## src/rtl/mem_access_stage.sv

```systemverilog
`timescale 1ns/1ps
// ============================================================================
// mem_access_stage
// ----------------------------------------------------------------------------
// Memory-access pipeline stage sitting between Execute and Write-back.
//
// Accepts one Execute result at a time while IDLE and either forwards it
// straight to write-back (non-memory op), performs a load, a word store, or a
// byte/half store implemented as a read-modify-write of the containing word.
// The memory is word-wide and big-endian (byte offset 0 = bits 31:24), and
// every access is issued as an aligned word. While an access is in flight the
// stage raises stall so Execute holds its result.
//
// Parameters
//   BUSY_TIMEOUT   consecutive mem_busy cycles tolerated in a request state
//                  before the access is abandoned with an err pulse.
//
// Ports
//   clock          rising-edge clock
//   reset          synchronous, active-high reset
//   ex_valid       Execute result present (sampled only while IDLE)
//   ex_result      ALU result / effective address
//   ex_store_data  store data (rt)
//   ex_mem_read    op is a load
//   ex_mem_write   op is a store
//   ex_size        00 byte, 01 half, 10 word
//   ex_unsigned    zero-extend loaded byte/half instead of sign-extending
//   ex_rd          destination register
//   mem_addr       word-aligned memory address
//   mem_data_out   write data to memory
//   mem_data_in    read data from memory (valid the cycle after acceptance)
//   mem_acc_size   always 00 (single word)
//   mem_wren       write enable
//   mem_enable     request strobe; accepted when mem_busy is low
//   mem_busy       memory cannot accept the request this cycle
//   stall          stage is busy, hold the upstream result
//   wb_valid       one-cycle write-back pulse
//   wb_rd          write-back destination register
//   wb_data        write-back data
//   err            one-cycle pulse on misaligned op or busy timeout
// ============================================================================
module mem_access_stage #(
    parameter int unsigned BUSY_TIMEOUT = 255
) (
    input  logic        clock,
    input  logic        reset,

    input  logic        ex_valid,
    input  logic [31:0] ex_result,
    input  logic [31:0] ex_store_data,
    input  logic        ex_mem_read,
    input  logic        ex_mem_write,
    input  logic [1:0]  ex_size,
    input  logic        ex_unsigned,
    input  logic [4:0]  ex_rd,

    output logic [31:0] mem_addr,
    output logic [31:0] mem_data_out,
    input  logic [31:0] mem_data_in,
    output logic [1:0]  mem_acc_size,
    output logic        mem_wren,
    output logic        mem_enable,
    input  logic        mem_busy,

    output logic        stall,
    output logic        wb_valid,
    output logic [4:0]  wb_rd,
    output logic [31:0] wb_data,
    output logic        err
);

    // ------------------------------------------------------------------------
    // Encodings
    // ------------------------------------------------------------------------
    localparam logic [2:0] IDLE     = 3'd0;
    localparam logic [2:0] LD_REQ   = 3'd1;
    localparam logic [2:0] LD_DATA  = 3'd2;
    localparam logic [2:0] ST_REQ   = 3'd3;
    localparam logic [2:0] RMW_REQ  = 3'd4;
    localparam logic [2:0] RMW_DATA = 3'd5;

    localparam logic [1:0] SIZE_BYTE = 2'b00;
    localparam logic [1:0] SIZE_HALF = 2'b01;
    localparam logic [1:0] SIZE_WORD = 2'b10;

    localparam logic [7:0] TIMEOUT_CNT = 8'(BUSY_TIMEOUT);

    // ------------------------------------------------------------------------
    // State
    // ------------------------------------------------------------------------
    logic [2:0] state;
    logic [7:0] wait_cnt;
    logic [1:0] size_q;
    logic       unsigned_q;
    logic [1:0] offset_q;

    // ------------------------------------------------------------------------
    // Decode of the incoming Execute op
    // ------------------------------------------------------------------------
    logic [1:0] ex_offset;
    logic       ex_is_mem;
    logic       ex_misaligned;

    // NOTE: every signal driven in always_comb gets a default first so no
    // path leaves it unassigned, which would infer a latch.
    always_comb begin
        ex_offset     = ex_result[1:0];
        ex_is_mem     = ex_mem_read | ex_mem_write;
        ex_misaligned = 1'b0;
        if (ex_mem_read && ex_mem_write) begin
            // Conflicting request: reject rather than guess which was meant.
            ex_misaligned = 1'b1;
        end else if (ex_is_mem) begin
            case (ex_size)
                SIZE_BYTE: ex_misaligned = 1'b0;
                SIZE_HALF: ex_misaligned = ex_offset[0];
                SIZE_WORD: ex_misaligned = (ex_offset != 2'b00);
                default:   ex_misaligned = 1'b1;  // reserved size encoding
            endcase
        end
    end

    // ------------------------------------------------------------------------
    // Load extraction: pick the addressed byte/half out of the returned word
    // (big-endian lanes) and extend it.
    // ------------------------------------------------------------------------
    logic [7:0]  ld_byte;
    logic [15:0] ld_half;
    logic [31:0] load_value;

    always_comb begin
        ld_byte = 8'h00;
        case (offset_q)
            2'd0: ld_byte = mem_data_in[31:24];
            2'd1: ld_byte = mem_data_in[23:16];
            2'd2: ld_byte = mem_data_in[15:8];
            2'd3: ld_byte = mem_data_in[7:0];
            default: ld_byte = 8'h00;
        endcase

        ld_half = offset_q[1] ? mem_data_in[15:0] : mem_data_in[31:16];

        load_value = mem_data_in;
        case (size_q)
            SIZE_BYTE: load_value = unsigned_q ? {24'h000000, ld_byte}
                                               : {{24{ld_byte[7]}}, ld_byte};
            SIZE_HALF: load_value = unsigned_q ? {16'h0000, ld_half}
                                               : {{16{ld_half[15]}}, ld_half};
            default:   load_value = mem_data_in;
        endcase
    end

    // ------------------------------------------------------------------------
    // Store merge for sub-word stores. mem_data_out still holds the original
    // ex_store_data from sampling time (it is only overwritten here), so its
    // low byte/half is the value to insert into the word just read.
    // ------------------------------------------------------------------------
    logic [31:0] merged_word;

    always_comb begin
        merged_word = mem_data_in;
        if (size_q == SIZE_BYTE) begin
            case (offset_q)
                2'd0: merged_word[31:24] = mem_data_out[7:0];
                2'd1: merged_word[23:16] = mem_data_out[7:0];
                2'd2: merged_word[15:8]  = mem_data_out[7:0];
                2'd3: merged_word[7:0]   = mem_data_out[7:0];
                default: merged_word = mem_data_in;
            endcase
        end else if (offset_q[1]) begin
            merged_word[15:0]  = mem_data_out[15:0];
        end else begin
            merged_word[31:16] = mem_data_out[15:0];
        end
    end

    // ------------------------------------------------------------------------
    // Memory-side strobes are pure functions of the state, so they are held
    // for as long as a request state is held under mem_busy, and they drop in
    // the same edge that leaves the request state (acceptance, timeout, reset).
    // ------------------------------------------------------------------------
    logic req_state;
    logic busy_expired;

    assign req_state    = (state == LD_REQ) || (state == ST_REQ) || (state == RMW_REQ);
    assign mem_enable   = req_state;
    assign mem_wren     = (state == ST_REQ);
    assign mem_acc_size = 2'b00;
    assign stall        = (state != IDLE);

    // wait_cnt counts busy cycles already spent; this one is the last allowed.
    assign busy_expired = mem_busy && ((wait_cnt + 8'd1) == TIMEOUT_CNT);

    // ------------------------------------------------------------------------
    // Sequential control
    // ------------------------------------------------------------------------
    // NOTE: sequential state uses non-blocking assignments so every register
    // updates from the values present before the edge, independent of order.
    always_ff @(posedge clock) begin
        if (reset) begin
            state        <= IDLE;
            wait_cnt     <= 8'd0;
            size_q       <= SIZE_BYTE;
            unsigned_q   <= 1'b0;
            offset_q     <= 2'b00;
            mem_addr     <= 32'h0000_0000;
            mem_data_out <= 32'h0000_0000;
            wb_valid     <= 1'b0;
            wb_rd        <= 5'd0;
            wb_data      <= 32'h0000_0000;
            err          <= 1'b0;
        end else begin
            // Both are single-cycle pulses unless re-asserted below.
            wb_valid <= 1'b0;
            err      <= 1'b0;

            case (state)
                IDLE: begin
                    if (ex_valid) begin
                        wb_rd      <= ex_rd;
                        size_q     <= ex_size;
                        unsigned_q <= ex_unsigned;
                        offset_q   <= ex_result[1:0];

                        if (!ex_is_mem) begin
                            wb_valid <= 1'b1;
                            wb_data  <= ex_result;
                        end else if (ex_misaligned) begin
                            err <= 1'b1;
                        end else begin
                            mem_addr     <= {ex_result[31:2], 2'b00};
                            mem_data_out <= ex_store_data;
                            wait_cnt     <= 8'd0;
                            if (ex_mem_read) begin
                                state <= LD_REQ;
                            end else if (ex_size == SIZE_WORD) begin
                                state <= ST_REQ;
                            end else begin
                                state <= RMW_REQ;
                            end
                        end
                    end
                end

                LD_REQ, ST_REQ, RMW_REQ: begin
                    if (mem_busy) begin
                        if (busy_expired) begin
                            err   <= 1'b1;
                            state <= IDLE;
                        end else begin
                            wait_cnt <= wait_cnt + 8'd1;
                        end
                    end else begin
                        // Accepted this cycle.
                        case (state)
                            LD_REQ:  state <= LD_DATA;
                            RMW_REQ: state <= RMW_DATA;
                            default: state <= IDLE;     // ST_REQ: write done
                        endcase
                    end
                end

                LD_DATA: begin
                    wb_data  <= load_value;
                    wb_valid <= 1'b1;
                    state    <= IDLE;
                end

                RMW_DATA: begin
                    mem_data_out <= merged_word;
                    wait_cnt     <= 8'd0;
                    state        <= ST_REQ;
                end

                default: begin
                    state <= IDLE;
                end
            endcase
        end
    end

endmodule

```

## config.mk

```make
export PLATFORM = sky130hd
export DESIGN_NAME = mem_access_stage
export DESIGN_NICKNAME = d
export VERILOG_FILES = /design/src/rtl/mem_access_stage.sv
export SDC_FILE = /design/constraint.sdc
export NUM_CORES = 1
export LEC_CHECK = 0
export ABC_AREA = 1
export BUFFER_PORTS_ARGS = -buffer_cell sky130_fd_sc_hd__buf_2
export CORE_MARGIN = 2
export CORE_UTILIZATION = 51
export CTS_CLUSTER_DIAMETER = 60
export DETAILED_ROUTE_END_ITERATION = 8
export GPL_TIMING_DRIVEN = 1
export PLACE_DENSITY_LB_ADDON = 0.3
export SYNTH_ARGS = -nofsm -noshare
export SYNTH_HDL_FRONTEND = slang
export SYNTH_SLANG_ARGS = --single-unit
export TNS_END_PERCENT = 50
```

## constraint.sdc

```tcl
create_clock -name clock -period 2 [get_ports clock]
set_clock_uncertainty 0.05 [all_clocks]
set_input_delay 0.5 -clock clock [delete_from_list [all_inputs] [get_ports clock]]
set_output_delay 0.5 -clock clock [all_outputs]
set_load 0.02 [all_outputs]
```

==> key figures <==
Setup path
  – Reg2reg setup slack: 0.14 ns
  – Worst Path Arrival: 1.36 ns
  – Critical R2R Capture: mem_data_out[7]$_SDFFE_PP0P_
  – Required time worst endpoint: 1.45 ns
  – Setup crit start kind: register
  – Cells on worst reg2reg path: 8
  – Crit path kind: register to primary output
  – Crit path launch: state[0]$_SDFFE_PP0P_
  – Reg-to-reg critical path startpoint: state[1]$_SDFFE_PP0P_
  – CP max FO: 6
  – CP endpoint kind: primary output

Power
  – Comb power frac: 0.460
  – VDD IR max: 0.680 mV
  – Leakage power figure: 3.86 nW
  – Net Sw Power: 0.00526 W
  – Sw frac: 0.435
  – Power Dens Cells: 1470 nW/um2
  – Clock Power Share: 0.258
  – Internal power: 0.00683 W
  – Tot Pwr: 0.0121 W
  – Sequential group share of total power: 0.282

Floorplan
  – Die ar.: 13300 um2
  – Row Count: 40
  – Die height: 115 um
  – Die width: 115 um
  – Ports: 218
  – Initial Util: 0.525
  – CORE AREA: 12100 um2

Synth
  – Synth async-reset ratio: 0
  – Count leader, synth: nand2_1
  – Syn_area_per_cell: 6.78 um2
  – Syn Inst Count: 935
  – Prevailing post-synth register cell: dfxtp_1
  – Top cell type's share of synthesized area: 0.370
  – Register area share after synthesis: 0.370
  – Post-synthesis cell type count: 36
  – Synth top area cells: dfxtp_1, nand2_1, o21ai_0
  – Synth cell count leaders: nand2_1, nor2_1, dfxtp_1
  – Post-synth top area cell: dfxtp_1
  – Flops & latches, synth: 117
  – Ys Warns: 0
  – Post-Synthesis Cell Area: 6330 um2
  – Post-synth EDFFs: 0

Clock tree
  – Clk Latency, worst-skew pair: 0.41 ns
  – Reg clk slew, reported paths: 0.06 ns
  – TritonCTS clock tree: yes
  – TritonCTS buffer count: 17
  – Post-CTS Setup Bufs: 0
  – Clk sinks: 117
  – CTS root buf: clkbuf_16
  – Clock tree buffer depth: 2
  – Hold Buf Count CTS: 0
  – H-tree lvl count: 4

GRT
  – Initial antenna violation count: 0
  – Global-route wire length before repair: 32400 um
  – All-Layer GR Usage: 0.310
  – Vias in the first global route: 6380
  – Largest net degree at the start of global routing: 51
  – Aggregate global routing overflow: 0

STA
  – Peak Freq: 0.523 GHz
  – Min Hold Slack: 0.265 ns
  – Final max-slew violation count: 0
  – Final Hold Fails: 0
  – Unrepaired setup endpoints after global routing: no
  – Final worst slack: 0.0875 ns
  – Fin crit share: 0.956
  – Setup_tns: 0 ns
  – Endpoints failing setup: 0
  – Tmin final: 1.91 ns

Routing
  – Routed len/inst: 15.8 um
  – DRT antenna net count: 0
  – Initial DRC Count: 786
  – Routed via count: 7119
  – Total wire length: 20800 um
  – Post-route DRC: 0
  – Vias per cell: 5.41
  – Drt pass-1 iters: 6

Outcome
  – Status: finished, final reports clean

Finish
  – Fraction of layout instances using a drive strength above 1: 0.287
  – Antenna Cells: 0
  – Final net count: 1247
  – Area grow syn2layout: 29.9%

Placed design
  – Routability cong.: 0.939
  – Port bufs: 213
  – Dpl ws: 0.0483 ns
  – Detail Placement HPWL: 15400 um

Hold path
  – Hold EP: wb_rd[1]$_SDFFE_PP0P_
  – Hold WC Path Type: primary input to register
  – Hold Crit Start: ex_rd[1]
  – Hold Path Cell Cnt: 3

Run
  – # Max-Cap Violations: 0
state kept, by name, indices dropped and copies added (netlist names):
| register | count |
|---|---|
| wait_cnt | 8 |
| wb_rd | 5 |
| mem_addr | 30 |
| offset_q | 2 |
| state | 3 |
| size_q | 2 |
| unsigned_q | 1 |
| mem_data_out | 32 |
| err | 1 |
| wb_data | 32 |
| wb_valid | 1 |
repair_timing:
| item | in CTS | in global routing |
|---|---|---|
| cloned | 0 | 0 |
| gates resized for setup | 1 | 10 |
| endpoints found under the setup margin | 1 | 31 |
| pin swaps | 0 | 1 |
worst max-delay path: stages, from the launching register on:
cell     delay, ns
dfxtp_2       0.42
nand2_1       0.14
nand2_2       0.11
buf_4         0.13
buf_2         0.16
metal layers:
metal / up-vias / track usage / wire length (um) / part of all wire
met5: - / 0 / 0 / 0
met1: 3174 / 0.413 / 8760 / 0.42
met3: 32 / 0.0758 / 2020 / 0.097
li1: 3542 / - / - / -
met4: 0 / 0.0876 / 339 / 0.016
met2: 371 / 0.504 / 9700 / 0.47
layout make-up:
class | instances | area, um2
Fill cell | 1080 | 3830
Tap cell | 168 | 210
Clock inverter | 11 | 151
Clock buffer | 21 | 460
Timing Repair Buffer | 245 | 1360
Inverter | 72 | 275
Sequential cell | 117 | 2350
Multi-Input combinational cell | 682 | 3430
per-stage QoR:
| stage | util | area, um2 | std cells |
|---|---|---|---|
| 2_1_floorplan | - | 6350 | 938 |
| 3_3_place_gp | 0.629 | 7580 | 1284 |
| 3_5_place_dp | 0.629 | 7580 | 1284 |
| 4_1_cts | 0.680 | 8200 | 1316 |
| 5_1_grt | 0.682 | 8230 | 1316 |
| 6_report | 0.682 | 8230 | 1316 |
worst max-delay path by stage:
stage / to / slack, ns / depth (start not counted)
6_report: mem_enable / 0.09 / 4
5_1_grt: wait_cnt[0]$_SDFFE_PP0P_ / 0.007 / 9
4_1_cts: mem_enable / 0.007 / 4
3_5_place_dp: mem_data_out[7]$_SDFFE_PP0P_ / 0.05 / 9
3_3_place_gp: wait_cnt[0]$_SDFFE_PP0P_ / 0.10 / 9
2_1_floorplan: wait_cnt[0]$_SDFFE_PP0P_ / 0.37 / 9
cell families after synthesis:
logic type | Yosys count | share of synthesized area
adder cells (fa/ha/maj) | 2 | 0.00395
buffers and inverters | 139 | 0.0950
AO/OA/AOI/OAI | 303 | 0.279
flip-flops | 117 | 0.370
other | 1 | 0.000592
AND/OR/NAND/NOR | 373 | 0.251
power by group through the flow:
stage / combinational, W / sequential [W] / clock (W)
global route: 0.00613 / 0.00346 / 0.00328
detailed placement: 0.00544 / 0.00341 / 0
finish: 0.00556 / 0.00340 / 0.00312
floorplan: 0.00324 / 0.00395 / 0
CTS: 0.00549 / 0.00338 / 0.00314
global placement: 0.00538 / 0.00341 / 0
cells in the final DEF (no fill, tap or decap), drive strengths merged:
master / n
conb: 4
a22oi: 1
o221ai: 6
clkinvlp: 4
nand4: 11
nor3: 2
nor2: 129
o21ai: 142
o22ai: 2
dfxtp: 117
o41ai: 1
nand3: 49
buf: 245
bufinv: 3
a31oi: 10
ha: 2
a21oi: 106
clkbuf: 21
a211oi: 23
clkinv: 6
o211ai: 11
o21bai: 1
inv: 70
nand2: 182
No activity file was read; power rests on OpenSTA's default activity.
